File: src/rtl/vx_fetch_pkg.sv
// Shared types for the instruction fetch stage.
// Context, request bundle and warp-id width helper.
package vx_fetch_pkg;

  localparam int FETCH_XLEN    = 32;
  localparam int FETCH_THREADS = 4;
  localparam int FETCH_UUID_W  = 44;
  localparam int FETCH_WARPS   = 4;

  function automatic int nw_width(input int n);
    return (n > 1) ? $clog2(n) : 1;
  endfunction

  localparam int FETCH_NW_W = nw_width(FETCH_WARPS);

  typedef struct packed {
    logic [FETCH_XLEN-1:0]    pc;
    logic [FETCH_THREADS-1:0] tmask;
    logic [FETCH_UUID_W-1:0]  uuid;
  } fetch_ctx_t;

  typedef struct packed {
    logic [FETCH_XLEN-3:0] addr;
    logic [FETCH_NW_W-1:0] tag;
  } fetch_req_t;

endpackage

File: src/rtl/vx_fetch_tag_table.sv
// Per-warp fetch context storage.
// One write port, one asynchronous read port, no reset.
module vx_fetch_tag_table
  import vx_fetch_pkg::*;
#(
  parameter int NUM_WARPS = 4,
  parameter int NW_WIDTH  = 2
) (
  input  logic                clk,
  input  logic                we,
  input  logic [NW_WIDTH-1:0] waddr,
  input  fetch_ctx_t          wdata,
  input  logic [NW_WIDTH-1:0] raddr,
  output fetch_ctx_t          rdata
);

  fetch_ctx_t mem [NUM_WARPS];

  always_ff @(posedge clk) begin
    if (we) mem[waddr] <= wdata;
  end

  assign rdata = mem[raddr];

endmodule

File: src/rtl/vx_fetch_stage.sv
// Instruction fetch stage: scheduler -> I-cache -> decode.
// One fetch in flight per warp; context rejoined by tag.
module vx_fetch_stage
  import vx_fetch_pkg::*;
#(
  parameter int NUM_WARPS     = 4,
  parameter int NUM_THREADS   = 4,
  parameter int XLEN          = 32,
  parameter int UUID_WIDTH    = 44,
  parameter int PERF_CTR_BITS = 44,
  localparam int NW_WIDTH     = nw_width(NUM_WARPS)
) (
  input  logic                     clk,
  input  logic                     reset,

  input  logic                     sched_valid,
  output logic                     sched_ready,
  input  logic [NW_WIDTH-1:0]      sched_wid,
  input  logic [XLEN-1:0]          sched_pc,
  input  logic [NUM_THREADS-1:0]   sched_tmask,
  input  logic [UUID_WIDTH-1:0]    sched_uuid,

  output logic                     icache_req_valid,
  input  logic                     icache_req_ready,
  output logic [XLEN-3:0]          icache_req_addr,
  output logic [NW_WIDTH-1:0]      icache_req_tag,

  input  logic                     icache_rsp_valid,
  output logic                     icache_rsp_ready,
  input  logic [31:0]              icache_rsp_data,
  input  logic [NW_WIDTH-1:0]      icache_rsp_tag,

  output logic                     fetch_valid,
  input  logic                     fetch_ready,
  output logic [NW_WIDTH-1:0]      fetch_wid,
  output logic [XLEN-1:0]          fetch_pc,
  output logic [NUM_THREADS-1:0]   fetch_tmask,
  output logic [UUID_WIDTH-1:0]    fetch_uuid,
  output logic [31:0]              fetch_instr,

  output logic                     busy,
  output logic [PERF_CTR_BITS-1:0] perf_fetch_stalls
);

  logic [NUM_WARPS-1:0] pending;
  logic [NUM_WARPS-1:0] pending_n;
  logic                 req_valid;
  fetch_req_t           req;
  fetch_ctx_t           wr_ctx;
  fetch_ctx_t           rd_ctx;
  logic                 sched_fire;
  logic                 rsp_fire;

  assign sched_ready = !pending[sched_wid]
                    && (!req_valid || icache_req_ready);
  assign sched_fire  = sched_valid && sched_ready;

  assign icache_rsp_ready = !fetch_valid || fetch_ready;
  assign rsp_fire         = icache_rsp_valid && icache_rsp_ready;

  assign wr_ctx.pc    = sched_pc;
  assign wr_ctx.tmask = sched_tmask;
  assign wr_ctx.uuid  = sched_uuid;

  vx_fetch_tag_table #(
    .NUM_WARPS (NUM_WARPS),
    .NW_WIDTH  (NW_WIDTH)
  ) u_tag_table (
    .clk   (clk),
    .we    (sched_fire),
    .waddr (sched_wid),
    .wdata (wr_ctx),
    .raddr (icache_rsp_tag),
    .rdata (rd_ctx)
  );

  // A warp cannot be scheduled while its own response fires,
  // so set and clear never target the same bit.
  always_comb begin
    pending_n = pending;
    if (rsp_fire)   pending_n[icache_rsp_tag] = 1'b0;
    if (sched_fire) pending_n[sched_wid]      = 1'b1;
  end

  always_ff @(posedge clk) begin
    if (reset) pending <= '0;
    else       pending <= pending_n;
  end

  always_ff @(posedge clk) begin
    if (reset)                 req_valid <= 1'b0;
    else if (sched_fire)       req_valid <= 1'b1;
    else if (icache_req_ready) req_valid <= 1'b0;
  end

  always_ff @(posedge clk) begin
    if (sched_fire) begin
      req.addr <= sched_pc[XLEN-1:2];
      req.tag  <= sched_wid;
    end
  end

  assign icache_req_valid = req_valid;
  assign icache_req_addr  = req.addr;
  assign icache_req_tag   = req.tag;

  always_ff @(posedge clk) begin
    if (reset)            fetch_valid <= 1'b0;
    else if (rsp_fire)    fetch_valid <= 1'b1;
    else if (fetch_ready) fetch_valid <= 1'b0;
  end

  always_ff @(posedge clk) begin
    if (rsp_fire) begin
      fetch_wid   <= icache_rsp_tag;
      fetch_pc    <= rd_ctx.pc;
      fetch_tmask <= rd_ctx.tmask;
      fetch_uuid  <= rd_ctx.uuid;
      fetch_instr <= icache_rsp_data;
    end
  end

  assign busy = (|pending) || req_valid || fetch_valid;

  always_ff @(posedge clk) begin
    if (reset)
      perf_fetch_stalls <= '0;
    else if (sched_valid && !sched_ready)
      perf_fetch_stalls <= perf_fetch_stalls
                         + PERF_CTR_BITS'(1);
  end

  always @(posedge clk) begin
    if (!reset && rsp_fire)
      rsp_tag_pending: assert (pending[icache_rsp_tag]);
    if (!reset && sched_fire)
      sched_pc_aligned: assert (sched_pc[1:0] == 2'b00);
  end

endmodule

File: config.mk
export PLATFORM = sky130hd
export DESIGN_NAME = vx_fetch_stage
export DESIGN_NICKNAME = d
export VERILOG_FILES = /design/src/rtl/vx_fetch_pkg.sv /design/src/rtl/vx_fetch_tag_table.sv /design/src/rtl/vx_fetch_stage.sv
export SDC_FILE = /design/constraint.sdc
export NUM_CORES = 1
export LEC_CHECK = 0
export BUFFER_PORTS_ARGS = -buffer_cell sky130_fd_sc_hd__clkbuf_2
export CAP_MARGIN = 20
export CORE_MARGIN = 4
export CORE_UTILIZATION = 45
export CTS_BUF_LIST = sky130_fd_sc_hd__clkbuf_2
export CTS_CLUSTER_SIZE = 20
export DETAILED_ROUTE_END_ITERATION = 6
export PLACE_DENSITY_LB_ADDON = 0.2
export SYNTH_ARGS = -nofsm -noshare
export SYNTH_HDL_FRONTEND = slang
export SYNTH_SLANG_ARGS = --single-unit
export TNS_END_PERCENT = 20
File: constraint.sdc
create_clock -name clk -period 12.4 [get_ports clk]
set_input_delay 1.24 -clock clk [delete_from_list [all_inputs] [get_ports clk]]
set_output_delay 1.24 -clock clk [all_outputs]
set_load 0.02 [all_outputs]
After elaboration in Yosys (flattened, before gate mapping)
Memory sizes are Yosys's and may differ from the RTL's. A register that Yosys moved wholly into a read port is not among the register bits.
Index checks and enable logic that the tools add are counted.
Operators by class
  add/sub/neg operators: 1
  $mul: 0
  divide/modulo/power cells: 0
  magnitude comparators: 4
  equality and inequality tests: 0
  shift operators: 0
  mux-type cells: 14
  bitwise gates (word level): 3
  reduce and logical (&&, ||, !) cells: 17
Operators by type and width (number)
  $add 44x1->44 const B: 1
  $mux 1: 9
  $mux 4: 2
  $logic_and 1x1->1: 6
  $lt 2x3->1 const B: 2
  $and 4x4->4: 1
  $demux 1 s2: 2
  $ge 2x1->1 const B: 2
  $logic_not 1->1: 4
  $logic_or 1x1->1: 4
  $not 4->4: 1
  $or 4x4->4: 1
  $reduce_bool 2->1: 2
  $reduce_or 4->1: 1
  $bmux 1 s2: 1
Storage, ports and cells
  bits in registers: 116
  latch bits: 0
  RAM bits: 320
  memory bits (read-only): 0
  input bits: 122
  output and inout port bits: 195
  logic and storage cells: 48
  memories: 1
Memory list
  u_tag_table.mem: words 4, width 80, rd ports 1, clocked after Yosys merged registers in 1, wr ports 1, RTL line vx_fetch_tag_table.sv:17  | fetch_ctx_t mem [NUM_WARPS];

Logic depth before layout (Yosys ltp)
Gate-level depths: netlist (run 1).
  depth after elaboration: 9
  gate-level depth with buffers: 8
  gate-level depth less buffers: 7

Hierarchy
Synthesis (run 1) repeated with hierarchy kept, for this count alone.
Unflattened totals
  cells, all modules: 888
  area, all modules: 18916.9 um^2
By module, submodules not included
  vx_fetch_tag_table: instances 1, cells an instance 422, area each 11657.4 um^2, seq. area each 9609.2 um^2
  vx_fetch_stage: instances 1, cells an instance 466, area each 7259.5 um^2, seq. area each 5385.2 um^2

Worst setup path after synthesis (run 1)
Ideal clock, no wire load.
  path kind: input-to-reg
  start point: input sched_wid[1]
  end point: memory u_tag_table.mem[3][0] (netlist name) (enable)
  setup time: 448 ps
  arrival: 5099 ps
  required time: 11952 ps
  path slack: 6853 ps
  stages: 7
  buffers on the path: 1
  cells stage by stage: buf_2 > mux2i_1 > o22ai_2 > nor2_1 > nand2_1 > inv_1 > and3_1
On the way
  word-level cells in the longest chain between the ends: 7
Ends and longest elaborated chain
  start, declared: RTL line vx_fetch_stage.sv:18  | input logic [NW_WIDTH-1:0] sched_wid,
  $bmux 1 s2: RTL line vx_fetch_stage.sv:54  | assign sched_ready = !pending[sched_wid]
  $mux 1 (not written as such): RTL line vx_fetch_stage.sv:54
  $logic_not 1->1: RTL line vx_fetch_stage.sv:54
  $logic_and 1x1->1: RTL line vx_fetch_stage.sv:55  | && (!req_valid || icache_req_ready);
  via sched_ready: RTL line vx_fetch_stage.sv:17  | output logic sched_ready,
  $logic_and 1x1->1: RTL line vx_fetch_stage.sv:56  | assign sched_fire = sched_valid && sched_ready;
  via sched_fire: RTL line vx_fetch_stage.sv:51  | logic sched_fire;
  $mux 1: RTL line vx_fetch_tag_table.sv:20  | if (we) mem[waddr] <= wdata;
  $mux 1 (not written as such): RTL line vx_fetch_tag_table.sv:20
  end, declared: RTL line vx_fetch_tag_table.sv:17
The timed path passes the listed nets, and every way through them passes these cells. The select of a mux whose other input is x is not followed.

Worst setup path after layout (run 1)
  start point: input sched_wid[1]
  end point: memory u_tag_table.mem[1][58] (netlist name) (enable)
On the way
  word-level cells in the longest chain between the ends: 7
Ends and longest elaborated chain (RTL line)
  $bmux 1 s2: vx_fetch_stage.sv:54
  $mux 1 (not written as such): vx_fetch_stage.sv:54
  $logic_not 1->1: vx_fetch_stage.sv:54
  $logic_and 1x1->1: vx_fetch_stage.sv:55
  $logic_and 1x1->1: vx_fetch_stage.sv:56
  via sched_fire: vx_fetch_stage.sv:51
  $mux 1: vx_fetch_tag_table.sv:20
  $mux 1 (not written as such): vx_fetch_tag_table.sv:20
The timed path passes the listed nets, and every way through them passes these cells. The select of a mux whose other input is x is not followed.

==> results_tabular.tex, run 1 <==
\begin{tabular}{lr}
\hline
Metric & Value \\
\hline
\multicolumn{2}{l}{\textbf{Critical path}} \\
Required @ worst endpoint & 12970 ps \\
Type of the worst setup path & in2reg \\
Crit. End Element & flip-flop \\
Cell depth of the worst flop-to-flop path & 8 \\
Slack of the worst reg-to-reg path & approximately 8600 ps \\
Startpoint of the worst register-to-register path & icache\_req\_valid \\
Type of element launching the critical path & input port \\
CP max FO & between 40 and 50 \\
Reg2Reg Capture Point & u\_tag\_table.mem[1][58] \\
Worst EP arrival & $\sim$4500 ps \\
\multicolumn{2}{l}{\textbf{CTS}} \\
Number of sinks handled by clock tree synthesis & 516 \\
Clock tree from TritonCTS & built \\
Clock Latency Late Sink & 1000 ps \\
CTS H-tree depth & 4 \\
Count of instances resized after the clock tree is built & 0 \\
Setup fix buffers added after clock tree synthesis & 0 \\
CTS clk-pin slew, worst paths & 90 ps \\
Hold buffer count at CTS & 0 \\
Number of CTS-inserted buffers & 132 \\
Largest buffer count on any clock path & 3 \\
Clk Tree Root Cell & sky130\_fd\_sc\_hd\_\_clkbuf\_2 \\
\multicolumn{2}{l}{\textbf{Timing}} \\
Transition at the pin with the smallest max-transition slack & between 900 and 1000 ps \\
Final Max Slew Viols & 0 \\
Final total negative setup slack & 0 ps \\
Tmin final & between 3000 and 4000 ps \\
Fin Clk Skew & 49.8 ps \\
Count of endpoints failing setup in the final report & 0 \\
Fmax & 255 MHz \\
Setup repair after global routing missed its margin & no \\
Final critical-path share of the clock period & 0.317 \\
Max transition margin & 0.334 \\
Hold Violations, Final & 0 \\
\multicolumn{2}{l}{\textbf{Synthesis}} \\
Mux share of post-synthesis cell area & 0.0994 \\
Post-Synth Adder-Cell Area & 0.000682 \\
Post-Synth XOR/XNOR Area & 0.00764 \\
Number of standard cells after synthesis & 868 \\
Dominant synthesized flop cell & sky130\_fd\_sc\_hd\_\_edfxtp\_1 \\
FF+latch count, synth & 516 \\
Netlist Area Pre-Place & 18300 µm² \\
Number of enable flip-flop cells after synthesis & about 470 \\
Fraction of the mapped netlist area in simple logic gates & 0.0362 \\
Portion of synthesized cell area occupied by the leading cell type & 0.763 \\
Total nets after synthesis & between 900 and 1000 \\
Top cell type by total area after synthesis & sky130\_fd\_sc\_hd\_\_edfxtp\_1 \\
Post-synthesis area per instance & 21.1 µm² \\
Synth Area in Compound Gates & 0.0282 \\
Synth area leaders & sky130\_fd\_sc\_hd\_\_edfxtp\_1 76\%, sky130\_fd\_sc\_hd\_\_mux4\_2 9.8\%, sky130\_fd\_sc\_hd\_\_dfxtp\_1 5.5\%, sky130\_fd\_sc\_hd\_\_a21oi\_1 0.90\%, sky130\_fd\_sc\_hd\_\_or3\_1 0.72\% \\
Fraction of registers with async set or reset after synthesis & 0 \\
Count of warnings emitted by yosys & 0 \\
Combinational family with the most area after synthesis & multiplexers \\
Count of cell types in the netlist & 40 \\
Seq/Total Area, Yosys & 0.818 \\
\multicolumn{2}{l}{\textbf{Cells and area}} \\
Area grow syn2layout & 18.7\% \\
Final core occ & 0.544 \\
Filler Cell Count & 3300 \\
Number of standard cells in the layout, taps in and fillers out & approximately 1900 \\
Count of nets after finishing & 1420 \\
Share of cells above drive strength 1 & 0.452 \\
\multicolumn{2}{l}{\textbf{Worst hold path}} \\
Class of the worst hold path & in2reg \\
Worst Hold Depth & 1 \\
Start point of the worst min-delay path & icache\_rsp\_data[7] \\
Endpoint of the worst hold path & fetch\_instr[7] \\
\multicolumn{2}{l}{\textbf{Drt}} \\
Drc violations & 0 \\
Antenna viol nets, final & 0 \\
Total vias in the final route & between 9000 and 10000 \\
Post-Route WL & 38800 µm \\
Avg WL per Cell & roughly 20 µm \\
Post-detailed-route via-to-cell ratio & 5.12 \\
Initial DRC Count & 491 \\
Detailed Routing Iterations Pass 1 & 5 \\
\multicolumn{2}{l}{\textbf{Floorplan}} \\
Vertical die dimension & 210 µm \\
Count of pins on the block boundary & 317 \\
Die Area & $\sim$44000 µm² \\
Initial core utilization & 0.458 \\
Overall die width & 210 µm \\
Total core area & 40000 µm² \\
Row Count & 73 \\
\multicolumn{2}{l}{\textbf{Place}} \\
Final weighted congestion of routability-driven global placement & 0.775 \\
Placed Cells incl. Taps & 1686 \\
Estimated wirelength of the detail-placed design & 23700 µm \\
Port Buffers & approximately 320 \\
\multicolumn{2}{l}{\textbf{Run}} \\
Reported max-cap violation count & 0 \\
\multicolumn{2}{l}{\textbf{Global routing}} \\
Number of global-route vias before repair & roughly 10000 \\
Pin count of the biggest net entering global routing & between 60 and 70 \\
Total GRT Usage & 0.176 \\
Global route overflow & 0 \\
Global-route wire length before repair & 59400 µm \\
Initial antenna violation count & 1 \\
\multicolumn{2}{l}{\textbf{Power and ir drop}} \\
Power density normalized to cell area & 155 nW/µm² \\
Worst-case vdd ir drop & 73.0 µV \\
Leakage power summed over all cells & between 7 and 8 nW \\
\multicolumn{2}{l}{\textbf{Status}} \\
Result of the run & completed \\
\hline
\end{tabular}
Yosys cell counts (2+ instances only):
| master | n |
|---|---|
| sky130_fd_sc_hd__buf_2 | 8 |
| sky130_fd_sc_hd__o31ai_1 | 6 |
| sky130_fd_sc_hd__xor2_1 | 13 |
| sky130_fd_sc_hd__o211ai_2 | 2 |
| sky130_fd_sc_hd__inv_1 | 15 |
| sky130_fd_sc_hd__nor4_1 | 4 |
| sky130_fd_sc_hd__nand3b_1 | 2 |
| sky130_fd_sc_hd__nand2b_1 | 2 |
| sky130_fd_sc_hd__o2111ai_1 | 9 |
| sky130_fd_sc_hd__and3_1 | 5 |
| sky130_fd_sc_hd__o211ai_1 | 4 |
| sky130_fd_sc_hd__mux2i_1 | 2 |
| sky130_fd_sc_hd__dfxtp_1 | 50 |
| sky130_fd_sc_hd__nand2_1 | 24 |
| sky130_fd_sc_hd__o21ai_0 | 26 |
| sky130_fd_sc_hd__nand3_1 | 9 |
| sky130_fd_sc_hd__or4_1 | 5 |
| sky130_fd_sc_hd__clkbuf_1 | 17 |
| sky130_fd_sc_hd__xnor2_1 | 3 |
| sky130_fd_sc_hd__buf_1 | 4 |
| sky130_fd_sc_hd__nand4_1 | 11 |
| sky130_fd_sc_hd__or3_1 | 21 |
| sky130_fd_sc_hd__edfxtp_1 | 466 |
| sky130_fd_sc_hd__and2_1 | 3 |
| sky130_fd_sc_hd__mux4_2 | 80 |
| sky130_fd_sc_hd__nor2_1 | 27 |
| sky130_fd_sc_hd__a21oi_1 | 33 |
| sky130_fd_sc_hd__nor3_1 | 5 |
sequential cells by signal, indices dropped and copies added, names as in the netlist:
signal,count
fetch_instr,32
pending,4
perf_fetch_stalls,44
fetch_wid,2
icache_req_tag,2
u_tag_table.mem,320
fetch_tmask,4
icache_req_valid,1
fetch_valid,1
icache_req_addr,30
fetch_uuid,44
fetch_pc,32
power breakdown:
group	internal (mW)	switching [mW]
registers	1.98	0.0199
logic	0.0713	0.142
clock network	0.534	0.629
total	2.58	0.791
cells by family after synthesis:
family	after synthesis
adder cells (fa/ha/maj)	1
AO/OA/AOI/OAI	85
XOR/XNOR	16
AND/OR/NAND/NOR	123
multiplexers	82
buffers and inverters	45
flip-flops	516
area by class of cell:
type	count	area [µm²]	share of cell area
sequential	516	15000	0.689
timing repair buffer	325	1670	0.0768
antenna	1	2.50	0.000115
multi-input combinational	307	3160	0.145
clock buffer	194	971	0.0446
clock inverter	21	238	0.0109
inverter	15	68.8	0.00316
tap	525	657	0.0302
layout by cell type (no fill, tap or decap), types with 2 or more instances in the layout:
master	instances
sky130_fd_sc_hd__nand4_1	11
sky130_fd_sc_hd__o2111ai_1	9
sky130_fd_sc_hd__a21oi_1	33
sky130_fd_sc_hd__inv_4	3
sky130_fd_sc_hd__o211ai_2	2
sky130_fd_sc_hd__o211ai_1	4
sky130_fd_sc_hd__edfxtp_1	466
sky130_fd_sc_hd__nor4_1	4
sky130_fd_sc_hd__mux2i_1	2
sky130_fd_sc_hd__nand2_1	24
sky130_fd_sc_hd__mux4_2	80
sky130_fd_sc_hd__nor3_1	5
sky130_fd_sc_hd__inv_2	5
sky130_fd_sc_hd__and2_1	3
sky130_fd_sc_hd__dfxtp_1	50
sky130_fd_sc_hd__nand3_1	9
sky130_fd_sc_hd__or4_1	5
sky130_fd_sc_hd__inv_1	10
sky130_fd_sc_hd__nand2b_1	2
sky130_fd_sc_hd__o31ai_1	6
sky130_fd_sc_hd__clkbuf_2	508
sky130_fd_sc_hd__nand3b_1	2
sky130_fd_sc_hd__xor2_1	13
sky130_fd_sc_hd__or3_1	21
sky130_fd_sc_hd__o21ai_0	26
sky130_fd_sc_hd__buf_4	9
sky130_fd_sc_hd__xnor2_1	3
sky130_fd_sc_hd__nor2_1	27
sky130_fd_sc_hd__clkinv_1	10
sky130_fd_sc_hd__bufinv_16	6
sky130_fd_sc_hd__and3_1	4
worst max-delay path, stage by stage:
cell and delay [ps]:
sky130_fd_sc_hd__clkbuf_2 240, sky130_fd_sc_hd__mux2i_1 300, sky130_fd_sc_hd__o22ai_2 280, sky130_fd_sc_hd__nor2_1 230, sky130_fd_sc_hd__nand2_1 110, sky130_fd_sc_hd__inv_2 620, sky130_fd_sc_hd__nand3b_1 270, sky130_fd_sc_hd__inv_4 430
sky130_fd_sc_hd__buf_4 700
per-layer routing:
| metal | global-route usage | up-vias | part of all wire |
|---|---|---|---|
| met5 | 0 | - | 0 |
| met4 | 0.0684 | 0 | 0.020 |
| met3 | 0.0498 | 63 | 0.062 |
| met2 | 0.275 | 317 | 0.49 |
| met1 | 0.238 | 4857 | 0.43 |
| li1 | - | 4508 | - |
through the flow:
step | hold slack, ps | power, mW | setup WS (ps) | area [µm²]
after global routing | 254 | 3.55 | 8250 | 21800
after CTS | 232 | 3.44 | 8520 | 21700
after global placement | 478 | 2.25 | 7550 | 20500
after floorplan | 461 | 2.16 | 6850 | 18300
after detailed placement | 494 | 2.25 | 7430 | 20500
final | 413 | 3.37 | 8470 | 21800
worst max-delay path by stage:
stage	start	end	slack, ps
floorplan	sched_wid[1]	u_tag_table.mem[3][0]	6850
global placement	sched_wid[1]	u_tag_table.mem[1][55]	7550
detailed placement	sched_wid[1]	u_tag_table.mem[1][55]	7430
CTS	pending[2]	sched_ready	8520
global route	icache_req_valid	u_tag_table.mem[1][13]	8250
finish	sched_wid[1]	u_tag_table.mem[1][58]	8470
(Power assumes the default switching activity.)
==> run 2, diff against run 1 <==
clock period = 3.5 ns   (was 12.4 ns; I/O delays follow)
==> results_tabular.tex, run 2 (synthesis results as in run 1) <==
\begin{tabular}{lr}
\hline
Metric & Value \\
\hline
\multicolumn{2}{l}{\textbf{Status}} \\
Result of the run & completed \\
\multicolumn{2}{l}{\textbf{Critical path}} \\
Type of element launching the critical path & flip-flop \\
Crit. End Element & output port \\
CP max FO & 19 (-61\%) \\
Cell depth of the worst flop-to-flop path & 8 (unchanged) \\
Type of the worst setup path & reg2out \\
Worst EP arrival & 2390 ps (-2110 ps) \\
Required @ worst endpoint & 3150 ps (-9820 ps) \\
\multicolumn{2}{l}{\textbf{Cells and area}} \\
Most frequent cells in the layout & 505 x sky130\_fd\_sc\_hd\_\_clkbuf\_2, 466 x sky130\_fd\_sc\_hd\_\_edfxtp\_1, 183 x sky130\_fd\_sc\_hd\_\_dlygate4sd3\_1 \\
Number of flip-flops in the largest register & 320 (unchanged) \\
Top Registers & u\_tag\_table.mem: 320 flops, fetch\_uuid: 44 flops, perf\_fetch\_stalls: 44 flops \\
Number of standard cells in the layout, taps in and fillers out & 2107 (+11\%) \\
Count of nets after finishing & 1615 (+14\%) \\
Fin area & 23700 µm² (+9.0\%) \\
Largest register by flop count & u\_tag\_table.mem \\
Share of cells above drive strength 1 & 0.399 (-0.0534) \\
Area grow syn2layout & 29.4\% \\
Commonest non-fill, non-tap cell in the layout & sky130\_fd\_sc\_hd\_\_clkbuf\_2 \\
Final core occ & 0.593 (+0.0490) \\
\multicolumn{2}{l}{\textbf{Drt}} \\
Post-detailed-route via-to-cell ratio & 5.02 (-1.9\%) \\
Antenna viol nets, final & 0 (unchanged) \\
Initial DRC Count & 553 (+13\%) \\
Post-Route WL & 40200 µm (+3.6\%) \\
Total vias in the final route & 10600 (+8.5\%) \\
Avg WL per Cell & 19.1 µm (-6.4\%) \\
Detailed Routing Iterations Pass 1 & 5 (unchanged) \\
Drc violations & 0 (unchanged) \\
\multicolumn{2}{l}{\textbf{Timing}} \\
Final total negative setup slack & 0 ps (unchanged) \\
Count of endpoints failing setup in the final report & 0 (unchanged) \\
Transition at the pin with the smallest max-transition slack & 1070 ps (+73.8 ps) \\
Tmin final & roughly 2700 ps \\
Final critical-path share of the clock period & 0.783 \\
Setup repair after global routing missed its margin & no \\
Hold Violations, Final & 0 (unchanged) \\
Final WS setup & 758 ps (-7710 ps) \\
Fin Clk Skew & 62.0 ps (+12.1 ps) \\
Max transition margin & 0.285 (-0.0492) \\
Final Max Slew Viols & 0 (unchanged) \\
Fmax & between 300 and 400 MHz \\
\multicolumn{2}{l}{\textbf{Global routing}} \\
Met1 track demand over resource & 0.240 (+0.00240) \\
Grt met2 use & 0.298 (+0.0227) \\
Top Usage Layer GRT & met2 \\
Global route overflow & 0 (unchanged) \\
Number of global-route vias before repair & 11300 (+10\%) \\
Global-route wire length before repair & 62500 µm (+5.3\%) \\
Pin count of the biggest net entering global routing & 76 (+13\%) \\
Initial antenna violation count & 3 (+2) \\
Met3 track demand over resource & 0.0529 (+0.00314) \\
Total GRT Usage & 0.183 (+0.00705) \\
\multicolumn{2}{l}{\textbf{CTS}} \\
Clock tree from TritonCTS & built \\
Clk Tree Root Cell & sky130\_fd\_sc\_hd\_\_clkbuf\_2 \\
Largest buffer count on any clock path & 3 (unchanged) \\
Clock Latency Late Sink & 990 ps (about the same) \\
Number of sinks handled by clock tree synthesis & 516 (unchanged) \\
CTS clk-pin slew, worst paths & 90 ps (about the same) \\
CTS H-tree depth & 4 (unchanged) \\
Setup fix buffers added after clock tree synthesis & 0 (unchanged) \\
Number of CTS-inserted buffers & 134 (+1.5\%) \\
\multicolumn{2}{l}{\textbf{Place}} \\
Port Buffers & 316 (unchanged) \\
Final weighted congestion of routability-driven global placement & 0.766 (-1.1\%) \\
Placed standard-cell area & 20700 µm² (+0.91\%) \\
Placed Cells incl. Taps & 1697 (+0.65\%) \\
Estimated wirelength of the detail-placed design & 23800 µm (+0.57\%) \\
Placement-stage worst setup slack & 676 ps (-6750 ps) \\
\multicolumn{2}{l}{\textbf{Floorplan}} \\
Initial core utilization & 0.458 (unchanged) \\
Die Area & 44000 µm² (unchanged) \\
Row Count & 73 (unchanged) \\
Overall die width & 210 µm (unchanged) \\
Total core area & 40000 µm² (unchanged) \\
Count of pins on the block boundary & 317 (unchanged) \\
Vertical die dimension & 210 µm (unchanged) \\
\multicolumn{2}{l}{\textbf{Worst hold path}} \\
Worst Hold Depth & 2 (+1) \\
Class of the worst hold path & in2reg \\
\multicolumn{2}{l}{\textbf{Power and ir drop}} \\
Power density normalized to cell area & 504 nW/µm² (+230\%) \\
Leakage power summed over all cells & 8.72 nW (+10\%) \\
Worst-case vdd ir drop & 260 µV (+260\%) \\
\multicolumn{2}{l}{\textbf{Run}} \\
Reported max-cap violation count & 0 (unchanged) \\
\hline
\end{tabular}
==> run 2: cell types whose count changed in the layout (fill, tap and decap cells not counted), moves of 4 or more <==
| cell | before | now |
|---|---|---|
| sky130_fd_sc_hd__clkinv_1 | 10 | 22 |
| sky130_fd_sc_hd__buf_12 | 1 | 8 |
| sky130_fd_sc_hd__clkinvlp_4 | 0 | 4 |
| sky130_fd_sc_hd__dlygate4sd3_1 | 0 | 183 |
==> run 2: cell type report <==
cell class / instances / area [µm²]
diodes: 2 / 5.00
clock buffers: 191 / 956
clock inverters: 33 / 211
fillers: 3072 / 16300
inverters: 15 / 72.6
multi-input cells: 307 / 3160
flip-flops and latches: 516 / 15000
well taps: 525 / 657
repair buffers: 518 / 3660
==> run 2: power by group <==
group / total, mW / switching, mW / internal, mW
clock network: 3.94 / 2.27 / 1.67
registers: 7.07 / 0.0693 / 7.00
logic: 0.944 / 0.540 / 0.404
total: 12.0 / 2.88 / 9.07
==> run 2: stage by stage <==
| step | hold WS [ps] | power (mW) |
|---|---|---|
| global placement | 482 | 7.99 |
| CTS | 0.810 | 12.2 |
| global route | 5.02 | 12.6 |
| finish | 169 | 12.0 |
| floorplan | 449 | 7.63 |
| detailed placement | 493 | 8.00 |
==> run 2: layer usage <==
metal  vias to the layer above  share of wire
met3                        66          0.063
met2                       335           0.50
met1                      5274           0.42
met4                         4          0.017
li1                       4897              -
met5                         -        0.00067
==> run 2: path summary, 6_finish.rpt <==
path,endpoint,startpoint,slack (ps)
max,sched_ready,pending[2],760
min,u_tag_table.mem[3][8],sched_uuid[8],170
max reg2reg,u_tag_table.mem[1][61],pending[2],1020
min reg2reg,pending[0],pending[0],500
==> run 2: critical path, cell delays in order (launching register included) <==
cell and delay, ps:
sky130_fd_sc_hd__dfxtp_1 360, sky130_fd_sc_hd__mux2i_1 120, sky130_fd_sc_hd__o22ai_2 630, sky130_fd_sc_hd__nor2_1 140, sky130_fd_sc_hd__clkbuf_2 210
==> run 2: repair_timing <==
item	CTS	global route
hold buffers	179	4
endpoints found under the hold margin	453	6
resized for setup	0	0
